`config.mk`:
```
export PLATFORM = sky130hd
export DESIGN_NAME = crossbar_seq_flat
export DESIGN_NICKNAME = d
export VERILOG_FILES = /design/src/rtl/crossbar_seq_if.sv /design/src/rtl/crossbar_seq.sv /design/src/flat_wrapper.sv
export SDC_FILE = /design/constraint.sdc
export NUM_CORES = 1
export LEC_CHECK = 0
export ABC_CLOCK_PERIOD_IN_PS = 3000
export BUFFER_PORTS_ARGS = -buffer_cell sky130_fd_sc_hd__buf_2
export CORE_UTILIZATION = 40
export DETAILED_ROUTE_END_ITERATION = 8
export GPL_TIMING_DRIVEN = 0
export PLACE_DENSITY_LB_ADDON = 0.3
export SYNTH_ARGS = -nofsm -noshare
export SYNTH_HDL_FRONTEND = slang
export SYNTH_SLANG_ARGS = --single-unit
```
`constraint.sdc`:
```
create_clock -name clk -period 3 [get_ports clk]
set_input_delay 0.6 -clock clk [delete_from_list [all_inputs] [get_ports clk]]
set_output_delay 0.6 -clock clk [all_outputs]
set_load 0.05 [all_outputs]
```
`src/rtl/crossbar_seq_if.sv`:
```
// crossbar_seq_if: command/response handshake bundle for the crossbar sequencer.
//   cmd_valid/cmd_ready/cmd_op/cmd_row/cmd_data : command channel (master -> slave)
//   rsp_valid/rsp_ready/rsp_data                : response channel (slave -> master)
// The master modport is the command issuer; the slave modport is the sequencer.
interface crossbar_seq_if;
  logic       cmd_valid;
  logic       cmd_ready;
  logic [1:0] cmd_op;
  logic [2:0] cmd_row;
  logic [7:0] cmd_data;
  logic       rsp_valid;
  logic       rsp_ready;
  logic [7:0] rsp_data;

  modport master (
    output cmd_valid, cmd_op, cmd_row, cmd_data, rsp_ready,
    input  cmd_ready, rsp_valid, rsp_data
  );

  modport slave (
    input  cmd_valid, cmd_op, cmd_row, cmd_data, rsp_ready,
    output cmd_ready, rsp_valid, rsp_data
  );
endinterface

```
`src/rtl/crossbar_seq.sv`:
```
// crossbar_seq: sequences FORM / WRITE / MAC / READ operations onto an 8x8
// resistive crossbar array.
//   clk, rst          : system clock, asynchronous active-high reset
//   bus (slave)       : command/response handshake (see crossbar_seq_if)
//   wordline, bitline, selectline : registered array drive
//   wenable, form, mac            : registered array mode strobes
//   xbar_out          : array output bus, captured at the end of a read
//   busy              : high whenever the sequencer is not idle
module crossbar_seq #(
  parameter int unsigned PULSE_CYC  = 4,
  parameter int unsigned FORM_CYC   = 16,
  parameter int unsigned SETTLE_CYC = 1
) (
  input  logic          clk,
  input  logic          rst,
  crossbar_seq_if.slave bus,
  output logic [7:0]    bitline,
  output logic [7:0]    wordline,
  output logic [7:0]    selectline,
  output logic          wenable,
  output logic          form,
  output logic          mac,
  input  logic [7:0]    xbar_out,
  output logic          busy
);

  localparam int unsigned W  = 8;
  localparam int unsigned CW = 8;

  localparam logic [1:0] OP_FORM  = 2'b00;
  localparam logic [1:0] OP_WRITE = 2'b01;
  localparam logic [1:0] OP_MAC   = 2'b10;
  localparam logic [1:0] OP_READ  = 2'b11;

  typedef enum logic [2:0] {
    S_IDLE, S_FORM, S_SET, S_RST, S_GAP, S_RD_DRV, S_RD_WAIT, S_RSP
  } state_e;

  typedef struct packed {
    logic [W-1:0] wl;
    logic [W-1:0] bl;
    logic [W-1:0] sl;
    logic         we;
    logic         fm;
    logic         mc;
  } drive_t;

  state_e        state_q, state_d;
  logic [CW-1:0] cnt_q, cnt_d;
  logic [W-1:0]  wl_q, wl_d;
  logic [W-1:0]  data_q, data_d;
  logic          is_mac_q, is_mac_d;
  logic          rsp_valid_q, rsp_valid_d;
  logic [W-1:0]  rsp_data_q, rsp_data_d;
  logic          cmd_ready_q;
  logic          busy_q;
  drive_t        drv_q;

  // Counter preload for a phase: N-1 so that N=1 yields a one-cycle phase.
  function automatic logic [CW-1:0] load_f(input state_e st);
    case (st)
      S_FORM:       load_f = CW'(FORM_CYC - 1);
      S_SET, S_RST: load_f = CW'(PULSE_CYC - 1);
      S_RD_WAIT:    load_f = CW'(SETTLE_CYC - 1);
      default:      load_f = '0;
    endcase
  endfunction

  // Array drive pattern for a state. SET only drives bitline and RST only
  // drives selectline, so the two are never high on the same column.
  function automatic drive_t drive_f(input state_e st, input logic [W-1:0] wl,
                                     input logic [W-1:0] d, input logic m);
    drive_t r;
    r = '0;
    case (st)
      S_FORM: begin
        r.wl = '1;
        r.bl = '1;
        r.we = 1'b1;
        r.fm = 1'b1;
      end
      S_SET: begin
        r.wl = wl;
        r.bl = d;
        r.we = 1'b1;
      end
      S_RST: begin
        r.wl = wl;
        r.sl = ~d;
        r.we = 1'b1;
      end
      S_RD_DRV, S_RD_WAIT: begin
        r.wl = wl;
        r.mc = m;
      end
      default: r = '0;
    endcase
    return r;
  endfunction

  // Next-state, operand latch and response capture.
  always_comb begin
    state_d     = state_q;
    cnt_d       = cnt_q;
    wl_d        = wl_q;
    data_d      = data_q;
    is_mac_d    = is_mac_q;
    rsp_valid_d = rsp_valid_q;
    rsp_data_d  = rsp_data_q;

    case (state_q)
      S_IDLE: begin
        if (bus.cmd_valid) begin
          case (bus.cmd_op)
            OP_FORM: state_d = S_FORM;
            OP_WRITE: begin
              wl_d    = W'(1) << bus.cmd_row;
              data_d  = bus.cmd_data;
              // All-zero data has nothing to SET.
              state_d = (bus.cmd_data == '0) ? S_RST : S_SET;
            end
            OP_MAC: begin
              wl_d     = bus.cmd_data;
              is_mac_d = 1'b1;
              state_d  = S_RD_DRV;
            end
            default: begin
              wl_d     = W'(1) << bus.cmd_row;
              is_mac_d = 1'b0;
              state_d  = S_RD_DRV;
            end
          endcase
        end
      end
      S_FORM:   if (cnt_q == '0) state_d = S_GAP;
      // All-ones data has nothing to RESET.
      S_SET:    if (cnt_q == '0) state_d = (data_q == '1) ? S_GAP : S_RST;
      S_RST:    if (cnt_q == '0) state_d = S_GAP;
      S_GAP:    state_d = S_IDLE;
      S_RD_DRV: state_d = S_RD_WAIT;
      S_RD_WAIT: begin
        if (cnt_q == '0) begin
          rsp_data_d  = xbar_out;
          rsp_valid_d = 1'b1;
          state_d     = S_RSP;
        end
      end
      S_RSP: begin
        if (bus.rsp_ready) begin
          rsp_valid_d = 1'b0;
          state_d     = S_IDLE;
        end
      end
      default: state_d = S_IDLE;
    endcase

    if (state_d != state_q) begin
      cnt_d = load_f(state_d);
    end else if (cnt_q != '0) begin
      cnt_d = cnt_q - CW'(1);
    end
  end

  // State, counter and registered outputs; outputs follow the next state.
  always_ff @(posedge clk or posedge rst) begin
    if (rst) begin
      state_q     <= S_IDLE;
      cnt_q       <= '0;
      wl_q        <= '0;
      data_q      <= '0;
      is_mac_q    <= 1'b0;
      rsp_valid_q <= 1'b0;
      rsp_data_q  <= '0;
      cmd_ready_q <= 1'b1;
      busy_q      <= 1'b0;
      drv_q       <= '0;
    end else begin
      state_q     <= state_d;
      cnt_q       <= cnt_d;
      wl_q        <= wl_d;
      data_q      <= data_d;
      is_mac_q    <= is_mac_d;
      rsp_valid_q <= rsp_valid_d;
      rsp_data_q  <= rsp_data_d;
      cmd_ready_q <= (state_d == S_IDLE);
      busy_q      <= (state_d != S_IDLE);
      drv_q       <= drive_f(state_d, wl_d, data_d, is_mac_d);
    end
  end

  assign bus.cmd_ready = cmd_ready_q;
  assign bus.rsp_valid = rsp_valid_q;
  assign bus.rsp_data  = rsp_data_q;
  assign wordline      = drv_q.wl;
  assign bitline       = drv_q.bl;
  assign selectline    = drv_q.sl;
  assign wenable       = drv_q.we;
  assign form          = drv_q.fm;
  assign mac           = drv_q.mc;
  assign busy          = busy_q;

endmodule
```
`src/flat_wrapper.sv`:
```
// flat-port wrapper written by rule: the top's interface ports become plain ports
module crossbar_seq_flat 
#(
  parameter int unsigned PULSE_CYC  = 4,
  parameter int unsigned FORM_CYC   = 16,
  parameter int unsigned SETTLE_CYC = 1
)
  (clk, rst, bitline, wordline, selectline, wenable, form, mac, xbar_out, busy, bus_cmd_valid, bus_cmd_op, bus_cmd_row, bus_cmd_data, bus_rsp_ready, bus_cmd_ready, bus_rsp_valid, bus_rsp_data);
  crossbar_seq_if bus_i ();
  input  logic clk;
  input  logic rst;
  output logic [7:0] bitline;
  output logic [7:0] wordline;
  output logic [7:0] selectline;
  output logic wenable;
  output logic form;
  output logic mac;
  input  logic [7:0] xbar_out;
  output logic busy;
  input wire logic [$bits(bus_i.cmd_valid)-1:0] bus_cmd_valid;
  input wire logic [$bits(bus_i.cmd_op)-1:0] bus_cmd_op;
  input wire logic [$bits(bus_i.cmd_row)-1:0] bus_cmd_row;
  input wire logic [$bits(bus_i.cmd_data)-1:0] bus_cmd_data;
  input wire logic [$bits(bus_i.rsp_ready)-1:0] bus_rsp_ready;
  output wire logic [$bits(bus_i.cmd_ready)-1:0] bus_cmd_ready;
  output wire logic [$bits(bus_i.rsp_valid)-1:0] bus_rsp_valid;
  output wire logic [$bits(bus_i.rsp_data)-1:0] bus_rsp_data;
  assign bus_i.cmd_valid = bus_cmd_valid;
  assign bus_i.cmd_op = bus_cmd_op;
  assign bus_i.cmd_row = bus_cmd_row;
  assign bus_i.cmd_data = bus_cmd_data;
  assign bus_i.rsp_ready = bus_rsp_ready;
  assign bus_cmd_ready = bus_i.cmd_ready;
  assign bus_rsp_valid = bus_i.rsp_valid;
  assign bus_rsp_data = bus_i.rsp_data;
  crossbar_seq #(.PULSE_CYC(PULSE_CYC), .FORM_CYC(FORM_CYC), .SETTLE_CYC(SETTLE_CYC)) u_core (.clk(clk), .rst(rst), .bus(bus_i), .bitline(bitline), .wordline(wordline), .selectline(selectline), .wenable(wenable), .form(form), .mac(mac), .xbar_out(xbar_out), .busy(busy));
endmodule
```
Word level (Yosys, flattened, before mapping)
Cells that the tools add are included.

storage, ports and cells
  bits of input ports = 25
  bits in registers = 66
  logic and storage cells = 83
  output and inout port bits = 38

operators by class
  $add $sub $neg = 1
  muxes and demuxes = 30
  equal/unequal tests = 18
  reductions and logical operators = 17
  shifts and indexed selects = 1
  bitwise logic cells = 1

operators by type and width
  operator                                                             number
  8-bit two-way mux                                                    8
  8-bit case mux with 2 select lines                                   3
  3-bit case mux with 7 select lines                                   1
  3-bit == test (second input constant)                                6
  3-bit two-way mux                                                    6
  8-bit logical NOT                                                    2
  3-bit by 2-bit == test with 1-bit output (second input constant)     4
  8-bit == test (second input constant)                                1
  1-bit two-way mux                                                    8
  8-bit NOT                                                            1
  4-bit case mux with 2 select lines                                   1
  8-bit nonzero test                                                   1
  2-bit OR reduction                                                   4
  1-bit by 3-bit << shifter with 8-bit output (first input constant)   1
  8-bit by 1-bit subtractor with 8-bit output (second input constant)  1
  3-bit by 1-bit == test with 1-bit output (second input constant)     2
  3-bit logical NOT                                                    2
  3-bit case mux with 2 select lines                                   1
  1-bit case mux with 2 select lines                                   2
  2-bit nonzero test                                                   2
  4-bit OR reduction                                                   1
  3-bit != test                                                        1
  3-bit AND reduction                                                  1
  3-bit nonzero test                                                   1
  other kinds (7)                                                      7

Logic depth before layout (Yosys ltp)
  depth in word-level cells = 9
  depth in mapped cells = 11
  depth with buffers taken out = 9

Least setup slack after synthesis
Ideal clock, no wire load.

  path type = input to register
  from = in bus_cmd_data[4]
  to = reg u_core.cnt_q[2]
  library setup time = 65 ps
  slack = 833 ps
  stages = 6
  required time = 2935 ps
  buffers on the path = 0
  arrival = 2103 ps
  cells stage by stage = or4_1 > nor2_2 > o211ai_1 > nor3_4 > and2_1 > mux2_2

between the ends
  word-level cells in the longest chain between the ends = 9
  elaborated cells between the ends (all ways) = 13
  those cells by class = eq/ne (4); mux (6); reduce/logical (3)

RTL lines
  element                                   line                 RTL
  start: declaration                        flat_wrapper.sv:23   input wire logic [$bits(bus_i.cmd_data)-1:0] bus_cmd_data;
  8-bit logical NOT *                       crossbar_seq.sv:120  state_d = (bus.cmd_data == '0) ? S_RST : S_SET;
  1-bit two-way mux *                       crossbar_seq.sv:120
  3-bit case mux with 2 select lines *      crossbar_seq.sv:114  case (bus.cmd_op)
  3-bit two-way mux *                       crossbar_seq.sv:113  if (bus.cmd_valid) begin
  3-bit case mux with 7 select lines *      crossbar_seq.sv:111  case (state_q)
  3-bit by 2-bit == test with 1-bit output  crossbar_seq.sv:61   case (st)
  2-bit OR reduction                        crossbar_seq.sv:61
  4-bit case mux with 2 select lines        crossbar_seq.sv:61
  8-bit two-way mux                         crossbar_seq.sv:157  if (state_d != state_q) begin
  end signal: assignment                    crossbar_seq.sv:179  cnt_q <= cnt_d;
  end: declaration                          crossbar_seq.sv:49   logic [CW-1:0] cnt_q, cnt_d;

Every way passes the cells marked *; elsewhere a longest branch is shown, timed or not.
A chain may end at the register's enable or synchronous reset.

Worst setup path in the final report
  from = reg u_core.cnt_q[0]
  to = reg u_core.cnt_q[0]

between the ends
  word-level cells in the longest chain between the ends = 7
  elaborated cells between the ends (all ways) = 16
  those cells by class = add/sub (1); eq/ne (4); mux (7); reduce/logical (4)

RTL lines
  element                                   line                 RTL
  8-bit logical NOT *                       --
  3-bit two-way mux (on tied branches)      --
  3-bit case mux with 7 select lines *      crossbar_seq.sv:111
  named net u_core.state_d[1]               crossbar_seq.sv:48   state_e state_q, state_d;
  3-bit by 2-bit == test with 1-bit output  crossbar_seq.sv:61
  2-bit OR reduction                        crossbar_seq.sv:61
  4-bit case mux with 2 select lines        crossbar_seq.sv:61
  8-bit two-way mux                         crossbar_seq.sv:157

Mark *: on every way through the listed nets, which the timed path passes. The rest lies on a longest branch. The select of a mux whose other input is x is not followed.

==> metrics.txt <==
status completed; total gr overflow 0; most frequent cells in the layout buf_2 (66), dfrtp_1 (65), nor2_1 (19), nor3_1 (18), inv_1 (17); Final Cell Area 0.00369 sq mm; Final Power 0.00460 W; htree depth 3; Area Growth Syn to Fin 21.7%; DIE HEIGHT 89.1 microns; clock root cell clkbuf_8; initial antenna violation count 0; Arrival @ worst endpoint 2.64 ns; Post-Synthesis Cells 272; CP Class reg2reg; first-pass GRT wire length 10600 microns; RSZ-0062 raised after global routing false; number of global-route vias before repair 2204; Vias/cell 5.11; die width 89.1 microns; number of port buffers 62; slack of the critical path 0.582 ns; clock-pin slew on the worst setup and hold paths 0.07 ns; Top FF cell, synth dfrtp_1; post-detail-place hpwl 4660 microns; Internal 0.00251 W; Syn Area/Cell 11.2 sq um; # IOs 63; worst slew pin tran 0.769 ns; area post-placement 0.00349 sq mm; sw frac 45.4%; crit-path max FO 10; setup_tns 0 ns; TritonCTS buffer count 9; drt total wl 6540 microns; ant diodes 0; post_cts resized 0; Req. time, crit path 3.22 ns; TritonCTS clock tree built; sw power 0.00209 W; setup violators final 0; asr flop ratio synth 100%; EDFF count, synth 0; CTS Buffer Depth 2; Worst VDD drop 0.000614 V; Cell Area, Synth 0.00303 sq mm; Net Count, Synth 298; initial core utilization 41.6%; crit path time final 2.42 ns; Worst setup SP type flip-flop; # fillers 703; global router's overall resource usage 18.2%; Fmax 413 MHz; FF+latch count, synth 66; pin count of the biggest net entering global routing 38; 1st-pass router iterations 4; final-report hold violation count 0; post-synthesis sequential area ratio 54.5%; DRT iter0 DRCs 164; cell row count 31; cts-stage hold buffer count 0; Worst-Skew Late Latency 0.34 ns; Final ANT Viol Nets 0; Clock Power Share 16.5%; PD cells 1250 mW/mm^2; DP Cell Count 434; leakage 1.83 nW; die footprint 0.00793 sq mm; proportion of layout cells with a drive suffix above 1 35.0%; Tcrit/Tclk final 80.6%; core footprint 0.00729 sq mm; HP Class in2async; post-place setup slack 0.486 ns; combinational share of power 52.6%; Seq pwr share 30.8%; relative slew slack 48.7%; CP endpoint kind flip-flop; vias 2301; Net count, final 372; DRC 0; Final Max Tran Viols 0; Unique masters post-synth 57; final clock skew 0.00675 ns; commonest non-fill, non-tap cell in the layout buf_2; gpl congestion 0.818; WL/cell 14.5 microns; Post-CTS Setup Inserts 0; Synth warnings 0; Finished Layout Cells 450; max cap viols 0; clock sink count 66
-- worst paths after layout --
| path | endpoint | slack [ns] | depth (start not counted) | start |
|---|---|---|---|---|
| worst max-delay path | u_core.cnt_q[0]$_DFFE_PP0P_ | 0.58 | 9 | u_core.cnt_q[0]$_DFFE_PP0P_ |
| worst min-delay path | u_core.bus.rsp_data[0]$_DFFE_PP0P_ | 0.40 | 2 | rst |
| worst max register to register | u_core.cnt_q[0]$_DFFE_PP0P_ | 0.58 | 9 | u_core.cnt_q[0]$_DFFE_PP0P_ |
| worst min register to register | u_core.bus.rsp_data[6]$_DFFE_PP0P_ | 0.50 | 1 | u_core.bus.rsp_data[6]$_DFFE_PP0P_ |
| max in group asynchronous | u_core.selectline[4]$_DFF_PP0_ | 1.97 | 3 | rst |
| min in group clk | u_core.bus.rsp_data[0]$_DFFE_PP0P_ | 0.49 | 2 | xbar_out[0] |
-- worst max-delay path, stage by stage, from the launching register on --
cell and delay [ns]:
dfrtp_1 0.42, inv_1 0.07, ha_1 0.21, nor4b_4 0.27, nand2_2 0.11, o311a_4 0.41
buf_6 0.16, a21oi_4 0.31, nor2_2 0.09, mux2_2 0.27
-- power groups by stage --
stage               clock (W)  combinational, W  sequential, W
floorplan                   0           0.00131        0.00202
global placement            0           0.00240        0.00143
detailed placement          0           0.00243        0.00143
CTS                  0.000783           0.00244        0.00142
global route         0.000825           0.00264        0.00146
finish               0.000761           0.00242        0.00142
-- routing by layer --
layer | part of all wire (%) | track usage [%]
met5 | 0 | 0
met4 | 1.5 | 7.22
met3 | 5.2 | 6.19
met2 | 46 | 27.7
met1 | 47 | 23.9
-- metrics by stage --
| step | hold WS, ns | utilization [%] |
|---|---|---|
| floorplan | 0.435 | - |
| global placement | 0.485 | 47.5 |
| detailed placement | 0.490 | 47.8 |
| CTS | 0.415 | 50.6 |
| global route | 0.471 | 50.6 |
| finish | 0.396 | 50.6 |
-- registers in the layout (all words and copies together) (netlist names), 3 cells and up --
signal               flops
u_core.cnt_q             8
u_core.wl_q              8
u_core.data_q            8
u_core.state_q           3
u_core.selectline        8
u_core.bus.rsp_data      8
u_core.bitline           8
u_core.wordline          8
-- cells by family after synthesis --
logic type	after synthesis	synth area share [%]
and+or+nand+nor	96	18.2
muxes	21	7.43
xor gates and xnor gates	4	1.16
adders and majority gates	1	0.412
DFF	66	54.5
buffers and inverters	30	4.50
AOI/OAI and AO/OA	54	13.9
-- final cells by class --
type                            count  area (sq um)  area share [%]
Multi-Input combinational cell    176          1240            33.7
Sequential cell                    66          1650            44.8
Buffer                             11          65.1            1.76
Tap cell                           99           124            3.35
Clock inverter                      4          50.0            1.36
Timing Repair Buffer               63           330            8.95
Clock buffer                       12           155            4.20
Inverter                           19          71.3            1.93
-- synth_stat cells, types with 2 or more instances --
| cell | number | area share, % |
|---|---|---|
| nor2b_1 | 7 | 1.4 |
| nor3_1 | 18 | 3.0 |
| buf_1 | 2 | 0.25 |
| a21boi_0 | 2 | 0.49 |
| dfrtp_1 | 65 | 54 |
| mux2_2 | 12 | 4.5 |
| nand3b_1 | 2 | 0.49 |
| nor3_2 | 2 | 0.66 |
| nand4_1 | 3 | 0.62 |
| nor2_2 | 3 | 0.62 |
| or3_1 | 2 | 0.41 |
| buf_2 | 4 | 0.66 |
| and2_1 | 3 | 0.62 |
| nand3_1 | 3 | 0.49 |
| o221a_2 | 7 | 2.6 |
| o31ai_1 | 2 | 0.49 |
| inv_1 | 18 | 2.2 |
| o21ai_0 | 11 | 1.8 |
| nand2b_1 | 4 | 0.82 |
| mux2i_1 | 9 | 3.0 |
| o211ai_1 | 2 | 0.49 |
| nor4_1 | 4 | 0.82 |
| a21oi_1 | 10 | 1.7 |
| xnor2_1 | 3 | 0.87 |
| nor2_1 | 19 | 2.4 |
| or4_1 | 2 | 0.49 |
| and3_1 | 2 | 0.41 |
| buf_4 | 3 | 0.74 |
| nand2_1 | 12 | 1.5 |
| o21a_1 | 9 | 2.2 |
No activity file was read; power rests on OpenSTA's default activity.
